[src/rtl/xorexec_out_packer.sv]
// xorexec_out_packer
//   Pops result bytes from the xorexec output FIFO (show-ahead) and packs BYTES
//   consecutive bytes little-endian into one word, with an XOR checksum of the
//   valid bytes. A flush emits the current partial word. Words are offered on a
//   valid/ready stream; the packer stalls (stops popping) while a word is held.
//
// Ports
//   clk, rst      clock, synchronous active-high reset
//   ofifo_rdy     FIFO head byte valid
//   ofifo_pop     consume FIFO head at this edge
//   ofifo_odata   FIFO head byte
//   flush         emit the current partial word (ignored when empty or holding)
//   out_valid     held word valid
//   out_ready     downstream accepts held word
//   out_data      packed word, unused upper bytes zero
//   out_chk       XOR of valid bytes
//   out_nbytes    number of valid bytes (1..BYTES)
//   word_cnt      count of accepted words, wraps at 16 bits
module xorexec_out_packer #(
    parameter int unsigned BYTES  = 4,
    parameter int unsigned dwidth = 8
) (
    input  logic                         clk,
    input  logic                         rst,
    input  logic                         ofifo_rdy,
    output logic                         ofifo_pop,
    input  logic [dwidth-1:0]            ofifo_odata,
    input  logic                         flush,
    output logic                         out_valid,
    input  logic                         out_ready,
    output logic [BYTES*dwidth-1:0]      out_data,
    output logic [dwidth-1:0]            out_chk,
    output logic [$clog2(BYTES+1)-1:0]   out_nbytes,
    output logic [15:0]                  word_cnt
);

    localparam int unsigned NW = $clog2(BYTES + 1);

    typedef enum logic [0:0] {StFill, StHold} state_e;

    state_e                    state_q, state_d;
    logic [NW-1:0]             count_q, count_d;
    logic [BYTES*dwidth-1:0]   acc_q, acc_d;
    logic [dwidth-1:0]         chk_q, chk_d;
    logic                      out_valid_q, out_valid_d;
    logic [BYTES*dwidth-1:0]   out_data_q, out_data_d;
    logic [dwidth-1:0]         out_chk_q, out_chk_d;
    logic [NW-1:0]             out_nbytes_q, out_nbytes_d;
    logic [15:0]               word_cnt_q, word_cnt_d;

    always_comb begin
        state_d      = state_q;
        count_d      = count_q;
        acc_d        = acc_q;
        chk_d        = chk_q;
        out_valid_d  = out_valid_q;
        out_data_d   = out_data_q;
        out_chk_d    = out_chk_q;
        out_nbytes_d = out_nbytes_q;
        word_cnt_d   = word_cnt_q;
        // Popping only in FILL means a held word back-pressures the FIFO.
        ofifo_pop    = (state_q == StFill) && ofifo_rdy && !rst;

        unique case (state_q)
            StFill: begin
                if (ofifo_pop) begin
                    for (int unsigned i = 0; i < BYTES; i++) begin
                        if (count_q == NW'(i)) begin
                            acc_d[i*dwidth +: dwidth] = ofifo_odata;
                        end
                    end
                    chk_d   = chk_q ^ ofifo_odata;
                    count_d = count_q + NW'(1);
                end
                // A flush coinciding with a pop includes that byte; an empty flush is dropped.
                if ((ofifo_pop && count_q == NW'(BYTES - 1)) ||
                    (flush && (ofifo_pop || count_q != '0))) begin
                    out_valid_d  = 1'b1;
                    out_data_d   = acc_d;
                    out_chk_d    = chk_d;
                    out_nbytes_d = count_d;
                    state_d      = StHold;
                end
            end
            StHold: begin
                if (out_ready) begin
                    out_valid_d = 1'b0;
                    count_d     = '0;
                    acc_d       = '0;
                    chk_d       = '0;
                    word_cnt_d  = word_cnt_q + 16'd1;
                    state_d     = StFill;
                end
            end
            default: state_d = StFill;
        endcase
    end

    always_ff @(posedge clk) begin
        if (rst) begin
            state_q      <= StFill;
            count_q      <= '0;
            acc_q        <= '0;
            chk_q        <= '0;
            out_valid_q  <= 1'b0;
            out_data_q   <= '0;
            out_chk_q    <= '0;
            out_nbytes_q <= '0;
            word_cnt_q   <= '0;
        end else begin
            state_q      <= state_d;
            count_q      <= count_d;
            acc_q        <= acc_d;
            chk_q        <= chk_d;
            out_valid_q  <= out_valid_d;
            out_data_q   <= out_data_d;
            out_chk_q    <= out_chk_d;
            out_nbytes_q <= out_nbytes_d;
            word_cnt_q   <= word_cnt_d;
        end
    end

    assign out_valid  = out_valid_q;
    assign out_data   = out_data_q;
    assign out_chk    = out_chk_q;
    assign out_nbytes = out_nbytes_q;
    assign word_cnt   = word_cnt_q;

endmodule

[config.mk]
export PLATFORM = sky130hd
export DESIGN_NAME = xorexec_out_packer
export DESIGN_NICKNAME = d
export VERILOG_FILES = /design/src/rtl/xorexec_out_packer.sv
export SDC_FILE = /design/constraint.sdc
export NUM_CORES = 1
export LEC_CHECK = 0
export ABC_AREA = 1
export ABC_CLOCK_PERIOD_IN_PS = 2400
export BUFFER_PORTS_ARGS = -buffer_cell sky130_fd_sc_hd__buf_2
export CELL_PAD_IN_SITES_DETAIL_PLACEMENT = 1
export CELL_PAD_IN_SITES_GLOBAL_PLACEMENT = 2
export CORE_ASPECT_RATIO = 1.2
export CORE_UTILIZATION = 30
export DETAILED_ROUTE_END_ITERATION = 8
export PLACE_DENSITY_LB_ADDON = 0.3
export SYNTH_ARGS = -nofsm -noshare
export SYNTH_HDL_FRONTEND = slang
export SYNTH_SLANG_ARGS = --single-unit
[constraint.sdc]
create_clock -name clk -period 2.4 [get_ports clk]
set_clock_uncertainty 0.15 [all_clocks]
set_input_delay 0.24 -clock clk [delete_from_list [all_inputs] [get_ports clk]]
set_output_delay 0.24 -clock clk [all_outputs]
set_load 0.05 [all_outputs]
==> Word level (Yosys, flattened, before mapping) <==
Cells that the tools add are included.
{ "totals": {"reg_bits": 104, "inputBits": 13, "word_cells": 49} }
{ "classes": {"n_addsub": 2, "eq_ne": 5, "mux": 19, "bitwise_logic": 2, "reduce_logical": 12} }
{ "op_table": {"columns": ["op", "n"], "rows": [
  ["two-way mux 32 bit", 2],
  ["one-hot mux 32 bit (2 select lines)", 1],
  ["two-way mux 8 bit", 6],
  ["adder 16 x 1 -> 16 bit, second input constant", 1],
  ["one-hot mux 8 bit (2 select lines)", 1],
  ["XOR 8 bit", 1],
  ["== test 3 x 2 -> 1 bit, second input constant", 2],
  ["two-way mux 3 bit", 2],
  ["one-hot mux 3 bit (2 select lines)", 1],
  ["AND reduction 2 bit", 3],
  ["logical AND 1 bit", 4],
  ["two-way mux 1 bit", 4],
  ["one-hot mux 1 bit (2 select lines)", 2],
  ["adder 3 x 1 -> 3 bit, second input constant", 1],
  ["== test 3 x 1 -> 1 bit, second input constant", 1],
  ["zero test 3 bit", 1],
  ["nonzero test 3 bit", 1],
  ["logical OR 1 bit", 2],
  ["!= test 2 x 1 -> 1 bit, second input constant", 1],
  ["!= test 2 bit, second input constant", 1],
  ["zero test 1 bit", 1],
  ["NOT 1 bit", 1]
]} }

==> Logic depth before layout (Yosys ltp) <==
Gate-level depths: netlist (run 1).
{ "logic_depth": {"ltp_word": 8, "depth_mapped": 12, "depth_no_buf": 9} }

==> Worst setup path after synthesis (run 1) <==
OpenSTA, ideal clock, no wires.
{ "synth_path": {"kind": "flip-flop to flip-flop", "from": "register count_q[2]", "to": "register out_chk_q[1] (netlist: out_chk[1])", "setup_time_ns": 0.114, "arrival_time_ns": 1.706, "t_required_ns": 2.136, "slack_ns": 0.430, "path_stages_with_launch": 12, "cell_sequence": "dfxtp_1 > inv_1 > buf_2 > buf_2 > ha_1 > buf_2 > nand4_4 > nand2_2 > nand2_2 > buf_2 > o21bai_1 > nor2_1"} }
{ "synth_between": {"elab_chain_cells": 5, "word_cells_on_any_way": 7, "cone_classes": "eq/ne (1); reduce/logical (6)"} }
{ "synth_rtl": {"columns": ["item", "line", "source"], "rows": [
  ["start: declaration", "42", "logic [NW-1:0] count_q, count_d;"],
  ["start signal: assignment", "112", "count_q <= count_d;"],
  ["nonzero test 3 bit", "77", "(flush && (ofifo_pop || count_q != '0))) begin"],
  ["logical OR 1 bit", "77", null],
  ["logical AND 1 bit", "77", null],
  ["logical OR 1 bit *", "76", "if ((ofifo_pop && count_q == NW'(BYTES - 1)) ||"],
  ["AND reduction 2 bit (no line) *", null, null],
  ["end signal: assignment", "117", "out_chk_q <= out_chk_d;"],
  ["end: declaration", "47", "logic [dwidth-1:0] out_chk_q, out_chk_d;"]
]} }
Every way passes the cells marked *; elsewhere a longest branch is shown, timed or not.
A chain may end at the register's enable or synchronous reset.

==> Worst setup path in the final report (run 1) <==
{ "layout_path": {"from": "register state_q", "to": "output port ofifo_pop"} }
{ "layout_between": {"elab_chain_cells": 3} }
{ "layout_rtl": {"columns": ["item", "line", "source"], "rows": [
  ["start: declaration", "41", "state_e state_q, state_d;"],
  ["start signal: assignment", "101", "state_q <= StFill;"],
  ["start signal: assignment", "111", "state_q <= state_d;"],
  ["NOT 1 bit", null, null],
  ["logical AND 1 bit (2 in series)", "62", "ofifo_pop = (state_q == StFill) && ofifo_rdy && !rst;"],
  ["end: declaration", "26", "output logic ofifo_pop,"]
]} }
No other way between the ends.

==> impl_metrics.tcl, run 1 <==
set metrics [dict create \
    drt_first_iter_violations 179 \
    synth_nets 851 \
    start_util_pct 30.8 \
    antenna_found_initial 2 \
    netlist_instances 832 \
    grt_pass1_vias 5012 \
    r2r_cells 10 \
    finalHoldViolations 0 \
    io-pin-count 74 \
    p_sw_mw 1.56 \
    cts_resized 0 \
    tightest_slew_ns 0.634 \
    grt_max_degree 53 \
    holdBufCountCts 0 \
    dp_hpwl_um 10100 \
    cts_htree_levels 3 \
    rrSetupSlack_ns 0.32 \
    vias_per_cell 4.59 \
    intPower_mw 2.99 \
    syn_area_per_cell_um2 6.26 \
    combPwrFrac_pct 23.9 \
    ys_seq_area_share_pct 40.0 \
    totalWireLength_um 15400 \
    placed_cell_area_mm2 0.00574 \
    fin_area_mm2 0.00605 \
    fin_crit_ns 2.22 \
    gp_congestion 0.734 \
    crit_type "register to output pin" \
    track_usage_pct 18.4 \
    required_ns 2.01 \
    crit_path_start_kind "register" \
    die_w_um 122 \
    swShare_pct 34.3 \
    maxCapViolCount 0 \
    drive_gt1_share_pct 12.3 \
    clock_power_share_pct 34.1 \
    relSlewSlack_pct 57.7 \
    dr_total_vias 5095 \
    grt-ovfl-total 0 \
    die_area_mm2 0.0179 \
    nFillCells 2262 \
    worst_hold_slack_ns 0.0611 \
    tritoncts "built" \
    grt_pass1_wl_um 25400 \
    finalCritPeriodShare_pct 92.5 \
    post_cts_buffers 0 \
    clockBufferDepth 2 \
    p_total_mw 4.56 \
    path_clk_slew_ns 0.08 \
    hold_depth 3 \
    route.detailed.drc 0 \
    hp-class "input port to register" \
    cts_inserted_buffers 9 \
    p_leak_nw 2.97 \
    slowest_stage "dfxtp_1" \
    rsz0062_at_grt "false" \
    critPathMaxStageDelay_ns 0.37 \
    port_buffers 73 \
    netlist_area_mm2 0.00521 \
    ir_drop_mv 0.372 \
    clock_sinks 104 \
    finish.utilization_pct 35.8 \
    die_h_um 146 \
    crit_fanout 27 \
    powerDensity_mw_per_mm2 754 \
    post_drt_wl_per_cell_um 13.8 \
    nNetsFinal 907 \
    setup_viol 0 \
    yosys_warnings 0 \
    rows 52 \
    synthToLayoutAreaGrowth_pct 16.2 \
    firstDrtPassIters 4 \
    seq_area_mm2 0.00208 \
    multi_input_area_mm2 0.00264 \
    cts_root_buf "clkbuf_16" \
    fp.coreArea_mm2 0.0169 \
    power_frac_seq_pct 42.0 \
    end_kind "output pin" \
    max_freq_mhz 451 \
    cp_cell_sequence "inv_2 > nand2_2 > nor2_8 > buf_2" \
    status "finished, final reports clean" \
    slew_viol_final 0 \
    arrival_ns 1.83 \
    timing.setup.tns_ns 0 \
    synth_cell_types 27 \
    clkLatencyLatePin_ns 0.36 \
    ant_nets 0 \
    ys_ff_latch 104 \
]
metal layers:
metal	wire length, µm	up-vias	track usage [%]
met1	6870	2369	21.7
met2	7760	59	32.6
met3	487	13	3.55
li1	-	2652	-
met4	235	2	6.40
met5	14	-	0
cells in the final DEF (no fill, tap or decap), drive strengths merged:
cell type  instances
diode              1
buf               87
nor2             121
o211ai             2
bufinv             1
dfxtp            104
o21bai             5
o21ai             11
nand4              8
clkbuf            14
xor2               3
clkinvlp           1
nand3             41
nor3               1
a21oi             50
inv               67
ha                 6
nand2            367
xnor2              4
cells in the mapped netlist (all sizes together):
master | count | share of area [%]
o21bai | 5 | 0.72
dfxtp | 104 | 40
inv | 67 | 4.9
buf | 31 | 3.6
nor2 | 121 | 9.1
xor2 | 3 | 0.50
nor3 | 1 | 0.096
nand4 | 8 | 1.2
a21oi | 50 | 4.8
nand3 | 41 | 4.2
xnor2 | 4 | 0.67
clkbuf | 11 | 0.79
o211ai | 2 | 0.29
nand2 | 367 | 27
ha | 6 | 1.4
o21ai | 11 | 1.1
stage by stage:
step | cells | worst slack [ns]
floorplan | 832 | 0.430
global placement | 1093 | 0.408
detailed placement | 1093 | 0.317
CTS | 1109 | 0.140
global route | 1109 | 0.0531
finish | 1110 | 0.181
critical path, delay by kind of cell (launching register included):
| kind | cells | cell delay (ns) |
|---|---|---|
| buffers and inverters | 2 | 0.59 |
| and+or+nand+nor | 2 | 0.49 |
| DFF | 1 | 0.37 |
cell type report:
| class | count | area share, % |
|---|---|---|
| antenna | 1 | 0.0414 |
| clock buffer | 14 | 4.36 |
| clock inverter | 2 | 0.621 |
| inverter | 67 | 4.24 |
| multi-input combinational | 619 | 43.6 |
| sequential | 104 | 34.4 |
| tap | 216 | 4.47 |
| timing repair buffer | 87 | 8.19 |
final timing paths:
check | from | end
worst max-delay path | state_q$_SDFF_PP0_ | ofifo_pop
worst min-delay path | out_ready | word_cnt[1]$_SDFFE_PP0P_
worst max register to register | count_q[0]$_SDFFE_PP0P_ | out_data[10]$_SDFFE_PP0P_
worst min register to register | acc_q[27]$_SDFFE_PP0P_ | acc_q[27]$_SDFFE_PP0P_
flip-flops by register name, indices dropped and copies added, names as in the netlist:
name,count
acc_q,32
out_data,32
word_cnt,16
chk_q,8
out_chk,8
count_q,3
out_nbytes,3
out_valid,1
state_q,1
cells by family after synthesis:
family                   Yosys count  synth area share (%)
AND/OR/NAND/NOR                  538                  41.2
buffers and inverters            109                  9.30
flip-flops                       104                  40.0
AO/OA/AOI/OAI                     68                  6.87
XOR/XNOR                           7                  1.18
adder cells (fa/ha/maj)            6                  1.44
power by group through the flow:
stage | Combinational, mW | Clock [mW] | Sequential (mW)
after floorplan | 0.522 | 0 | 2.26
after global placement | 1.10 | 0 | 1.95
after detailed placement | 1.11 | 0 | 1.95
after CTS | 1.11 | 1.61 | 1.92
after global routing | 1.21 | 1.68 | 1.93
final | 1.09 | 1.56 | 1.91
Power figures use the tool's default switching activity.
==> run 2, diff against run 1 <==
Settings changed: CAP_MARGIN set to 0, CELL_PAD_IN_SITES_DETAIL_PLACEMENT 1 to 0, CELL_PAD_IN_SITES_GLOBAL_PLACEMENT 2 to 1, CORE_UTILIZATION 30 to 40, PLACE_DENSITY set to 0.76, PLACE_DENSITY_LB_ADDON 0.3 to unset.
==> run 2 against run 1 <==
  * Cell count fell by 5.0%
  * Register-to-register slack gained 0.11 ns
  * First-iteration DRC count is 47% higher
  * Critical endpoint unchanged
  * Total power is 2.1% lower
  * Die area shrank 25%
==> impl_metrics.tcl, run 2 (same netlist as run 1, synthesis figures left out) <==
set metrics [dict create \
    nFillCells 1361 \
    die_h_um 127 \
    post_drt_wl_per_cell_um 12.7 \
    finish.utilization_pct 47.0 \
    combPwrFrac_pct 23.8 \
    grt_pass1_wl_um 22500 \
    cts_htree_levels 3 \
    setup_viol 0 \
    worstReg2RegEnd "state_q$_SDFF_PP0_" \
    totalWireLength_um 13400 \
    rsz0062_at_grt "false" \
    intPower_mw 2.93 \
    clock_power_share_pct 33.3 \
    r2r_cells 10 \
    power_frac_seq_pct 42.8 \
    slew_viol_final 0 \
    p_sw_mw 1.53 \
    crit_fanout 27 \
    status "finished, final reports clean" \
    max_freq_mhz 496 \
    clock_sinks 104 \
    crit_type "register to output pin" \
    port_buffers 73 \
    clkLatencyLatePin_ns 0.35 \
    cts_root_buf "clkbuf_16" \
    synthToLayoutAreaGrowth_pct 14.3 \
    firstDrtPassIters 5 \
    finalCritPeriodShare_pct 84.0 \
    dp_hpwl_um 8930 \
    start_util_pct 41.1 \
    fin_crit_ns 2.01 \
    fp.coreArea_mm2 0.0127 \
    cts_inserted_buffers 9 \
    die_area_mm2 0.0135 \
    p_leak_nw 2.94 \
    ant_nets 0 \
    drive_gt1_share_pct 12.3 \
    ir_drop_mv 0.304 \
    nNetsFinal 905 \
    rows 45 \
    crit_path_start_kind "register" \
    io-pin-count 74 \
    hp-class "input port to register" \
    maxCapViolCount 0 \
    vias_per_cell 4.75 \
    tightest_slew_ns 0.575 \
    post_cts_buffers 0 \
    fin_area_mm2 0.00595 \
    timing.setup.tns_ns 0 \
    antenna_found_initial 0 \
    final_common_cell "nand2_1" \
    grt_pass1_vias 4767 \
    worst_hold_slack_ns 0.0733 \
    route.detailed.drc 0 \
    track_usage_pct 21.0 \
    layout_common_cells "nand2_1 (364), nor2_1 (119), dfxtp_1 (104)" \
    cts_resized 0 \
    rrSetupSlack_ns 0.43 \
    antennaDiodeCount 0 \
    swShare_pct 34.3 \
    gp_congestion 0.772 \
    path_clk_slew_ns 0.07 \
    min_from "out_ready" \
    hold_path_end "word_cnt[1]$_SDFFE_PP0P_" \
    grt_max_degree 61 \
    r2r_start "count_q[0]$_SDFFE_PP0P_" \
    hold_depth 3 \
    die_w_um 106 \
    finalHoldViolations 0 \
    required_ns 2.01 \
    powerDensity_mw_per_mm2 750 \
    relSlewSlack_pct 61.6 \
    placed_cell_area_mm2 0.00565 \
    end_kind "output pin" \
    grt-ovfl-total 0 \
    dr_total_vias 5007 \
    tritoncts "built" \
    arrival_ns 1.62 \
    clockBufferDepth 2 \
    drt_first_iter_violations 263 \
    holdBufCountCts 0 \
]
==> run 2: cell types whose count changed in the layout (fill, tap and decap cells not counted) <==
cell,change
buf_4,-1
diode_2,-1
buf_12,-1
clkbuf_8,-2
clkinvlp_4,+2
clkinv_4,+2
clkbuf_1,-2
==> run 2: cell type report <==
| class | count | area [µm²] | share of cell area [%] |
|---|---|---|---|
| multi-input combinational | 619 | 2640 | 44.4 |
| sequential | 104 | 2080 | 35.0 |
| timing repair buffer | 85 | 468 | 7.86 |
| inverter | 67 | 256 | 4.31 |
| clock buffer | 10 | 229 | 3.85 |
| tap | 164 | 205 | 3.45 |
| clock inverter | 6 | 70.1 | 1.18 |
==> run 2: per-layer routing <==
| layer | track usage [%] | part of all wire [%] | vias up |
|---|---|---|---|
| li1 | - | - | 2644 |
| met1 | 25.0 | 46 | 2247 |
| met2 | 36.8 | 48 | 93 |
| met3 | 2.91 | 3.6 | 23 |
| met4 | 10.0 | 2.7 | 0 |
| met5 | 0 | 0 | - |
==> run 2: worst max path at each step <==
stage | from | endpoint | slack, ns | depth (start not counted)
final | state_q$_SDFF_PP0_ | ofifo_pop | 0.39 | 4
after global routing | count_q[0]$_SDFFE_PP0P_ | state_q$_SDFF_PP0_ | 0.22 | 10
after CTS | state_q$_SDFF_PP0_ | ofifo_pop | 0.36 | 4
after detailed placement | count_q[0]$_SDFFE_PP0P_ | state_q$_SDFF_PP0_ | 0.43 | 10
after global placement | rst | state_q$_SDFF_PP0_ | 0.46 | 9
after floorplan | count_q[2]$_SDFFE_PP0P_ | out_chk[1]$_SDFFE_PP0P_ | 0.43 | 11
==> run 2: critical path, stage by stage, from the launching register on <==
cell	delay, ns
dfxtp_1	0.37
inv_2	0.13
nand2_2	0.10
nor2_8	0.34
buf_2	0.34
==> run 2: per-stage QoR <==
| stage | total power [mW] | setup WS, ns | cells |
|---|---|---|---|
| after global placement | 3.01 | 0.465 | 1039 |
| after CTS | 4.53 | 0.360 | 1055 |
| after detailed placement | 3.03 | 0.426 | 1039 |
| after global routing | 4.72 | 0.216 | 1055 |
| after floorplan | 2.79 | 0.430 | 832 |
| final | 4.47 | 0.385 | 1055 |
==> run 2: power by group through the flow <==
stage               Sequential, mW  Clock [mW]  Combinational (mW)
finish                        1.91        1.49                1.06
global route                  1.93        1.60                1.18
CTS                           1.91        1.54                1.08
detailed placement            1.95           0                1.07
global placement              1.95           0                1.06
floorplan                     2.26           0               0.522
==> run 3, diff against run 2 <==
Settings changed: ABC_CLOCK_PERIOD_IN_PS 2400 to 1800, CORE_UTILIZATION 40 to 36, PLACE_DENSITY 0.76 to 0.72.
Clock period 2.4 ns to 1.8 ns, I/O delays scaled along.
==> run 3 against run 2 <==
  * The flow now finishes with violations (design-rule violations)
  * Critical path type is now register to register
  * Register-to-register slack lost 0.36 ns
  * Count of clock-buffer cells in the layout grew 3
  * Cell count is 2.2% higher
  * Sequential share of layout area shrank 1.3 points
  * Routed wire length grew 4.8%
  * Worst hold slack got worse by 0.042 ns
==> impl_metrics.tcl, run 3 (same netlist as run 1, synthesis figures left out) <==
set metrics [dict create \
    vias_per_cell 4.70 \
    finalCritPeriodShare_pct 96.1 \
    slowest_stage "dfxtp_1" \
    finish.utilization_pct 44.5 \
    setup_viol 0 \
    grt_pass1_wl_um 23100 \
    status "finished, violations left" \
    max_freq_mhz 578 \
    end_kind "register" \
    p_leak_nw 3.07 \
    cp_cell_sequence "inv_2 > nand3_4 > buf_12 > o21ai_0 > nand3_1 > nand2_1 > nor2_1" \
    timing.setup.tns_ns 0 \
    firstDrtPassIters 6 \
    ant_nets 0 \
    crit_path_start_kind "register" \
    final_common_cell "nand2_1" \
    die_w_um 112 \
    finalHoldViolations 0 \
    nNetsFinal 921 \
    route.detailed.drc 2 \
    clockBufferDepth 2 \
    cts_inserted_buffers 9 \
    failed_checks "design-rule violations" \
    post_drt_wl_per_cell_um 13.0 \
    antennaDiodeCount 0 \
    powerDensity_mw_per_mm2 981 \
    hp-class "input port to register" \
    swShare_pct 33.4 \
    die_area_mm2 0.0149 \
    p_total_mw 6.09 \
    path_clk_slew_ns 0.07 \
    rows 47 \
    combPwrFrac_pct 25.2 \
    placed_cell_area_mm2 0.00583 \
    intPower_mw 4.05 \
    clkLatencyLatePin_ns 0.35 \
    slew_viol_final 0 \
    fp.coreArea_mm2 0.0139 \
    tritoncts "built" \
    drt_first_iter_violations 296 \
    clock_power_share_pct 32.9 \
    crit_type "register to register" \
    dp_hpwl_um 9290 \
    crit_fanout 24 \
    p_sw_mw 2.04 \
    required_ns 1.90 \
    gp_congestion 0.791 \
    critPathMaxStageDelay_ns 0.32 \
    grt_max_degree 45 \
    arrival_ns 1.83 \
    fin_area_mm2 0.00621 \
    io-pin-count 74 \
    die_h_um 134 \
    relSlewSlack_pct 67.9 \
    cts_root_buf "clkbuf_16" \
    totalWireLength_um 14000 \
    grt-ovfl-total 0 \
    layout_common_cells "nand2_1 (362), nor2_1 (116), dfxtp_1 (100)" \
    dr_total_vias 5070 \
    cts_htree_levels 3 \
    start_util_pct 37.4 \
    grt_pass1_vias 4670 \
    tightest_slew_ns 0.482 \
    clock_sinks 104 \
    fin_crit_ns 1.73 \
    port_buffers 73 \
    track_usage_pct 19.4 \
    synthToLayoutAreaGrowth_pct 19.2 \
    holdBufCountCts 0 \
    antenna_found_initial 1 \
    ir_drop_mv 0.353 \
    power_frac_seq_pct 41.9 \
    drive_gt1_share_pct 15.2 \
    maxCapViolCount 0 \
]
-- run 3: power groups by stage --
stage	sequential, mW	clock [mW]	combinational (mW)
after floorplan	3.02	0	0.714
after detailed placement	2.60	0	1.51
final	2.55	2.00	1.53
after global routing	2.57	2.16	1.68
after CTS	2.55	2.07	1.52
after global placement	2.59	0	1.49
-- run 3: per-stage QoR --
| stage | hold slack [ns] | worst slack, ns | cells |
|---|---|---|---|
| after floorplan | 0.190 | 0.00370 | 832 |
| after detailed placement | 0.306 | 0.0387 | 1060 |
| after global placement | 0.302 | 0.113 | 1060 |
| after global routing | 0.0331 | -0.0295 | 1078 |
| final | 0.0316 | 0.0693 | 1078 |
| after CTS | 0.00890 | 0.00828 | 1076 |
-- run 3: critical path: cells and delay by family, from the launching register on --
kind | cells | cell delay (ns)
and+or+nand+nor | 4 | 0.50
buffers and inverters | 2 | 0.38
DFF | 1 | 0.32
AOI/OAI and AO/OA | 1 | 0.26
-- run 3: repair_timing --
item,in CTS,in global routing
gates cloned,0,1
endpoints found under the hold margin,0,0
pin swaps,0,1
endpoints found under the setup margin,1,45
resized for setup,2,12
setup buffers,0,1
-- run 3: routing by layer --
metal  wire, µm  vias up  global-route usage [%]  share of wire, %
met3        701       10                    4.28               5.0
met2       6970       93                    33.3                50
met1       6220     2281                    23.8                44
li1           -     2684                       -                 -
met5         12        -                       0             0.085
met4        133        2                    6.53              0.95
-- run 3: path summary, 6_finish.rpt --
path,start,to,slack (ns),cells after the start
max reg2reg,state_q$_SDFF_PP0_,out_nbytes[1]$_SDFFE_PP0P_,0.07,7
min,out_ready,word_cnt[1]$_SDFFE_PP0P_,0.03,3
min reg2reg,acc_q[27]$_SDFFE_PP0P_,acc_q[27]$_SDFFE_PP0P_,0.31,2
max,state_q$_SDFF_PP0_,out_nbytes[1]$_SDFFE_PP0P_,0.07,7
-- run 3: final cells by class --
type                    count  area (µm²)
fillers                  1485        7730
multi-input cells         619        2680
flip-flops and latches    104        2090
repair buffers            101         666
clock buffers              13         260
inverters                  67         256
well taps                 171         214
clock inverters             3        40.0
